$ cat src/rtl/hsv_pixel_rx_pkg.sv
// Shared image geometry, pixel word layout and receiver state encoding
// for the Pi-to-FPGA pixel link.
package hsv_pixel_rx_pkg;

    localparam int LENGTH   = 32;
    localparam int WIDTH    = 32;
    localparam int HSV_BITS = 24;

    // Hue sits in the LSBs, so it is the first byte shifted in from the Pi.
    typedef struct packed {
        logic [7:0] value;
        logic [7:0] saturation;
        logic [7:0] hue;
    } hsv_t;

    localparam logic [0:0] ST_IDLE = 1'b0;
    localparam logic [0:0] ST_RECV = 1'b1;

    typedef enum logic [0:0] {
        IDLE = ST_IDLE,
        RECV = ST_RECV
    } rx_state_t;

endpackage

$ cat src/rtl/hsv_pixel_rx_sync.sv
// Brings the Pi bit clock and data line into the fpga_clk domain and
// flags each rising edge of the bit clock together with its data bit.
module sync_edge_detect #(
    parameter int SYNC_STAGES = 2
) (
    input  logic clk,
    input  logic rst,
    input  logic pi_clk,
    input  logic data_in,
    output logic data_sync,
    output logic rise
);

    logic [SYNC_STAGES-1:0] r_clk_sync;
    logic [SYNC_STAGES-1:0] r_data_sync;
    logic                   r_clk_prev;

    // NOTE: non-blocking assignments make every stage take the previous stage's old value, which is what forms the chain.
    always_ff @(posedge clk) begin
        if (rst) begin
            r_clk_sync  <= '0;
            r_data_sync <= '0;
            r_clk_prev  <= 1'b0;
        end else begin
            r_clk_sync  <= {r_clk_sync[SYNC_STAGES-2:0], pi_clk};
            r_data_sync <= {r_data_sync[SYNC_STAGES-2:0], data_in};
            r_clk_prev  <= r_clk_sync[SYNC_STAGES-1];
        end
    end

    // Data and clock leave the chains at the same depth, so the bit lines up with its edge.
    assign data_sync = r_data_sync[SYNC_STAGES-1];
    assign rise      = r_clk_sync[SYNC_STAGES-1] & ~r_clk_prev;

endmodule

$ cat src/rtl/hsv_pixel_rx.sv
// Serial HSV pixel receiver: assembles 24-bit words LSB first, tags each
// with its row/column, frames LENGTH x WIDTH pixels and aborts on a stall.
module hsv_pixel_rx #(
    parameter int LENGTH         = hsv_pixel_rx_pkg::LENGTH,
    parameter int WIDTH          = hsv_pixel_rx_pkg::WIDTH,
    parameter int HSV_BITS       = hsv_pixel_rx_pkg::HSV_BITS,
    parameter int SYNC_STAGES    = 2,
    parameter int TIMEOUT_CYCLES = 65536
) (
    input  logic                      fpga_clk,
    input  logic                      rst,
    input  logic                      pi_clk,
    input  logic                      data_in,
    output logic                      pix_valid,
    output logic [HSV_BITS-1:0]       pix_hsv,
    output logic [$clog2(LENGTH)-1:0] pix_row,
    output logic [$clog2(WIDTH)-1:0]  pix_col,
    output logic                      frame_done,
    output logic                      frame_abort,
    output logic                      busy
);
    import hsv_pixel_rx_pkg::*;

    localparam int ROW_W = $clog2(LENGTH);
    localparam int COL_W = $clog2(WIDTH);
    localparam int BIT_W = $clog2(HSV_BITS);
    localparam int TMO_W = $clog2(TIMEOUT_CYCLES);

    logic w_rise;
    logic w_data;

    sync_edge_detect #(
        .SYNC_STAGES(SYNC_STAGES)
    ) u_sync (
        .clk      (fpga_clk),
        .rst      (rst),
        .pi_clk   (pi_clk),
        .data_in  (data_in),
        .data_sync(w_data),
        .rise     (w_rise)
    );

    rx_state_t           r_state;
    logic [BIT_W-1:0]    r_bit_cnt;
    logic [HSV_BITS-1:0] r_shift;
    logic [ROW_W-1:0]    r_row;
    logic [COL_W-1:0]    r_col;
    logic [TMO_W-1:0]    r_tmo;

    logic                r_pix_valid;
    logic [HSV_BITS-1:0] r_pix_hsv;
    logic [ROW_W-1:0]    r_pix_row;
    logic [COL_W-1:0]    r_pix_col;
    logic                r_frame_done;
    logic                r_frame_abort;

    logic [HSV_BITS-1:0] w_word;
    logic                w_word_last;
    logic                w_col_last;
    logic                w_row_last;
    logic                w_tmo_expired;

    // NOTE: w_word gets its full default before the single-bit override, so no latch is inferred.
    always_comb begin
        w_word            = r_shift;
        w_word[r_bit_cnt] = w_data;
    end

    assign w_word_last   = (r_bit_cnt == BIT_W'(HSV_BITS - 1));
    assign w_col_last    = (r_col == COL_W'(WIDTH - 1));
    assign w_row_last    = (r_row == ROW_W'(LENGTH - 1));
    assign w_tmo_expired = (r_tmo == TMO_W'(TIMEOUT_CYCLES - 1));

    always_ff @(posedge fpga_clk) begin
        if (rst) begin
            r_state       <= IDLE;
            r_bit_cnt     <= '0;
            r_shift       <= '0;
            r_row         <= '0;
            r_col         <= '0;
            r_tmo         <= '0;
            r_pix_valid   <= 1'b0;
            r_pix_hsv     <= '0;
            r_pix_row     <= '0;
            r_pix_col     <= '0;
            r_frame_done  <= 1'b0;
            r_frame_abort <= 1'b0;
        end else begin
            r_pix_valid   <= 1'b0;
            r_frame_done  <= 1'b0;
            r_frame_abort <= 1'b0;

            // An edge always wins over an expiring timeout.
            if (w_rise) begin
                r_tmo   <= '0;
                r_shift <= w_word;
                r_state <= RECV;
                if (w_word_last) begin
                    r_bit_cnt   <= '0;
                    r_pix_valid <= 1'b1;
                    r_pix_hsv   <= w_word;
                    r_pix_row   <= r_row;
                    r_pix_col   <= r_col;
                    if (w_col_last) begin
                        r_col <= '0;
                        if (w_row_last) begin
                            r_row        <= '0;
                            r_frame_done <= 1'b1;
                            r_state      <= IDLE;
                        end else begin
                            r_row <= r_row + 1'b1;
                        end
                    end else begin
                        r_col <= r_col + 1'b1;
                    end
                end else begin
                    r_bit_cnt <= r_bit_cnt + 1'b1;
                end
            end else if (r_state == RECV) begin
                if (w_tmo_expired) begin
                    r_frame_abort <= 1'b1;
                    r_state       <= IDLE;
                    r_bit_cnt     <= '0;
                    r_shift       <= '0;
                    r_row         <= '0;
                    r_col         <= '0;
                    r_tmo         <= '0;
                end else begin
                    r_tmo <= r_tmo + 1'b1;
                end
            end
        end
    end

    assign pix_valid   = r_pix_valid;
    assign pix_hsv     = r_pix_hsv;
    assign pix_row     = r_pix_row;
    assign pix_col     = r_pix_col;
    assign frame_done  = r_frame_done;
    assign frame_abort = r_frame_abort;
    assign busy        = (r_state == RECV);

endmodule
$ cat config.mk
export PLATFORM = sky130hd
export DESIGN_NAME = hsv_pixel_rx
export DESIGN_NICKNAME = d
export VERILOG_FILES = /design/src/rtl/hsv_pixel_rx_pkg.sv /design/src/rtl/hsv_pixel_rx_sync.sv /design/src/rtl/hsv_pixel_rx.sv
export SDC_FILE = /design/constraint.sdc
export NUM_CORES = 1
export LEC_CHECK = 0
export CELL_PAD_IN_SITES_DETAIL_PLACEMENT = 2
export CELL_PAD_IN_SITES_GLOBAL_PLACEMENT = 2
export CORE_MARGIN = 8
export CORE_UTILIZATION = 35
export DETAILED_ROUTE_END_ITERATION = 7
export PLACE_DENSITY_LB_ADDON = 0.25
export SLEW_MARGIN = 20
export SYNTH_ARGS = -nofsm -noshare
export SYNTH_HDL_FRONTEND = slang
export SYNTH_HIERARCHICAL = 1
export SYNTH_SLANG_ARGS = --single-unit
$ cat constraint.sdc
create_clock -name fpga_clk -period 2.95 [get_ports fpga_clk]
set_clock_uncertainty 0.2 [all_clocks]
set_input_delay 0.59 -clock fpga_clk [delete_from_list [all_inputs] [get_ports fpga_clk]]
set_output_delay 0.59 -clock fpga_clk [all_outputs]
set_load 0.02 [all_outputs]
==> results.toml <==
[timing]
relSlewSlack_pct = 40.87
hold_violations = 0
drv_slew = 0
min_period_ps = 2404
setup_violations = 0
finalSetupTns_ps = 0
fin_crit_sh_pct = 81.50
rsz0062_at_grt = "false"
whs_ps = 241.6
worst-slew-pin-transition_ps = 885.7
fmax_ghz = 0.4159

[floorplanning]
core-area_um2 = 11470
row_count = 39
initial_utilization_pct = 36.10
num_io_pins = 42
dieHeight_um = 124.8
dieArea_um2 = 15570
die_w_um = 124.8

[critical_path]
path_cells = "ha_1 -> nand4_2 -> or4_4 -> nand2_1 -> o21ai_0"
reg2reg_depth = 5
reg2reg_to = "r_bit_cnt[1]$_SDFFE_PP0P_"
cp_max_fo = 16
crit_path_top_delay_cell = "or4_4"
cp-start-kind = "flop"
r2r_setup_slack_ps = 550
reg2reg_from = "r_tmo[0]$_SDFFE_PP0P_"
worstSetupEndpointType = "flop"
crit_end = "r_bit_cnt[1]$_SDFFE_PP0P_"
slowest_delay_ps = 630
startpoint = "r_tmo[0]$_SDFFE_PP0P_"
crit_required_ps = 2950
crit_type = "reg -> reg"
cp.arrival_ps = 2410

[clock_network]
path_clk_slew_ps = 60
post_cts_buffers = 0
cts_buffer_depth = 2
cts_sinks = 97
h-tree-depth = 3
clock_latency_ps = 340
cts_buffers = 9
ctsHoldBuffers = 0
cts_tree = "done"
ctsResizeCount = 0
clock-root-buffer = "clkbuf_16"

[drt]
first_pass_iters = 4
vias = 3378
drt-total-wl_um = 10940
drt-initial-drc-count = 147
viasPerCell = 5.484
ant_nets = 0
drc_errors = 0
wl_per_cell_um = 17.76

[run]
max-cap-violations = 0

[placement]
place.detailed.hpwl_um = 7257
gp_congestion = 0.7585
port_buffers = 41

[yosys]
yosys_warnings = 6
synth_cell_types = 44
synthCells = 443
synth_seq_cells = 97
ys_seq_area_share_pct = 46.90
synth_ff_type = "dfxtp_1"
synth_edf_count = 0
avgSynthCellArea_um2 = 9.346
synth_nets = 456
async_reset_ff_share_pct = 0
synth_area_um2 = 4140

[min_path]
hold_path_class = "reg -> reg"

[grt]
grt_max_degree = 34
grt_pass1_wl_um = 18640
grt_pass1_vias = 3660
grt-ovfl-total = 0
antenna_found_initial = 0
track_usage_pct = 14.25

[cells_and_area]
fin_nets = 481
fillers = 1217
antenna_cells = 0
area_growth_pct = 21.43
drive_above_1_share_pct = 6.342

[power_and_ir_drop]
leakagePower_nw = 1.723
irDropWorstVdd_mv = 0.3086
power.density_nw_per_um2 = 567.8

[run_status]
status = "completed"
critical path: cells and delay by family, from the launching register on:
kind                       cells  cell delay (ps)
adders and majority gates      1              250
DFF                            1              370
AOI/OAI and AO/OA              1              150
and+or+nand+nor                3             1300
power by group:
part / total, W / switching (W) / internal [W]
registers: 0.00132 / 0.00000890 / 0.00131
clock network: 0.00146 / 0.000504 / 0.000959
logic: 0.0000680 / 0.0000460 / 0.0000220
synthesized netlist by cell type (6+ instances only):
| master | instances | area (um^2) |
|---|---|---|
| xor2_1 | 7 | 61.31 |
| o2bb2ai_1 | 23 | 201.4 |
| a211oi_1 | 23 | 172.7 |
| o21ai_0 | 7 | 35.03 |
| o211ai_1 | 7 | 52.55 |
| nand4_1 | 9 | 56.30 |
| clkbuf_1 | 26 | 97.59 |
| nand2_1 | 44 | 165.2 |
| dfxtp_1 | 97 | 1942 |
| nor2_1 | 39 | 146.4 |
| nand2b_1 | 7 | 43.79 |
| nand3_1 | 12 | 60.06 |
| ha_1 | 9 | 112.6 |
| and3_1 | 8 | 50.05 |
| a21oi_1 | 22 | 110.1 |
| nor2b_1 | 9 | 56.30 |
| nor3_1 | 6 | 30.03 |
| mux2i_1 | 25 | 250.2 |
cells in the final DEF (no fill, tap or decap), drive strengths merged, types with 11 or more instances in the layout:
master,instances
clkdlybuf4s50,40
clkbuf,11
mux2i,25
a211oi,23
nand4,11
a21oi,22
dfxtp,97
o2bb2ai,23
nor2,39
nand2,44
nand3,12
worst min-delay path by stage:
stage	from	slack (ps)	cells past startpoint	endpoint
3_3_place_gp	u_sync/r_clk_sync[0]$_SDFF_PP0_	220	1	u_sync/r_clk_sync[1]$_SDFF_PP0_
3_5_place_dp	u_sync/r_clk_sync[0]$_SDFF_PP0_	230	1	u_sync/r_clk_sync[1]$_SDFF_PP0_
6_report	u_sync/r_clk_sync[0]$_SDFF_PP0_	240	1	u_sync/r_clk_sync[1]$_SDFF_PP0_
2_1_floorplan	u_sync/r_clk_sync[0]$_SDFF_PP0_	210	1	u_sync/r_clk_sync[1]$_SDFF_PP0_
4_1_cts	u_sync/r_clk_sync[0]$_SDFF_PP0_	250	1	u_sync/r_clk_sync[1]$_SDFF_PP0_
5_1_grt	u_sync/r_clk_sync[0]$_SDFF_PP0_	270	1	u_sync/r_clk_sync[1]$_SDFF_PP0_
final cells by class:
type / instances / area, um^2 / area share [%]
inverters: 4 / 15.01 / 0.2987
well taps: 143 / 178.9 / 3.559
flip-flops and latches: 97 / 1942 / 38.63
clock buffers: 11 / 252.7 / 5.027
multi-input cells: 307 / 2023 / 40.24
repair buffers: 49 / 490.5 / 9.756
clock inverters: 5 / 125.1 / 2.489
kinds of logic after synthesis:
family	Yosys count	share of synthesized area, %
AOI/OAI and AO/OA	96	16.35
DFF	97	46.90
buffers and inverters	39	4.261
xor gates and xnor gates	12	2.539
muxes	25	6.044
adders and majority gates	9	2.720
and+or+nand+nor	165	21.18
sequential cells by signal (all words and copies together) (netlist names):
| signal | cells |
|---|---|
| r_shift | 23 |
| r_bit_cnt | 5 |
| pix_row | 5 |
| pix_valid | 1 |
| pix_hsv | 24 |
| frame_done | 1 |
| pix_col | 5 |
| u_sync/r_data_sync | 2 |
| u_sync/r_clk_sync | 2 |
| r_tmo | 16 |
| u_sync/r_clk_prev | 1 |
| r_col | 5 |
| r_row | 5 |
| busy | 1 |
| frame_abort | 1 |
per-stage QoR:
stage	setup slack, ps	instance area [um^2]	util, %	power [W]	std cells
5_1_grt	375.4	5027	43.84	0.002950	616
4_1_cts	490.6	5027	43.84	0.002893	616
2_1_floorplan	834.7	4140	-	0.001403	443
3_3_place_gp	651.4	4649	40.55	0.001419	600
6_report	545.7	5027	43.84	0.002855	616
3_5_place_dp	522.7	4649	40.55	0.001423	600
per-layer routing:
| metal | GRT usage [%] | wire [um] | vias up |
|---|---|---|---|
| li1 | - | - | 1654 |
| met1 | 17.43 | 5217 | 1678 |
| met2 | 23.90 | 5229 | 36 |
| met3 | 2.638 | 324 | 10 |
| met4 | 6.024 | 172 | 0 |
| met5 | 0 | 0 | - |
No activity file was read; power rests on OpenSTA's default activity.
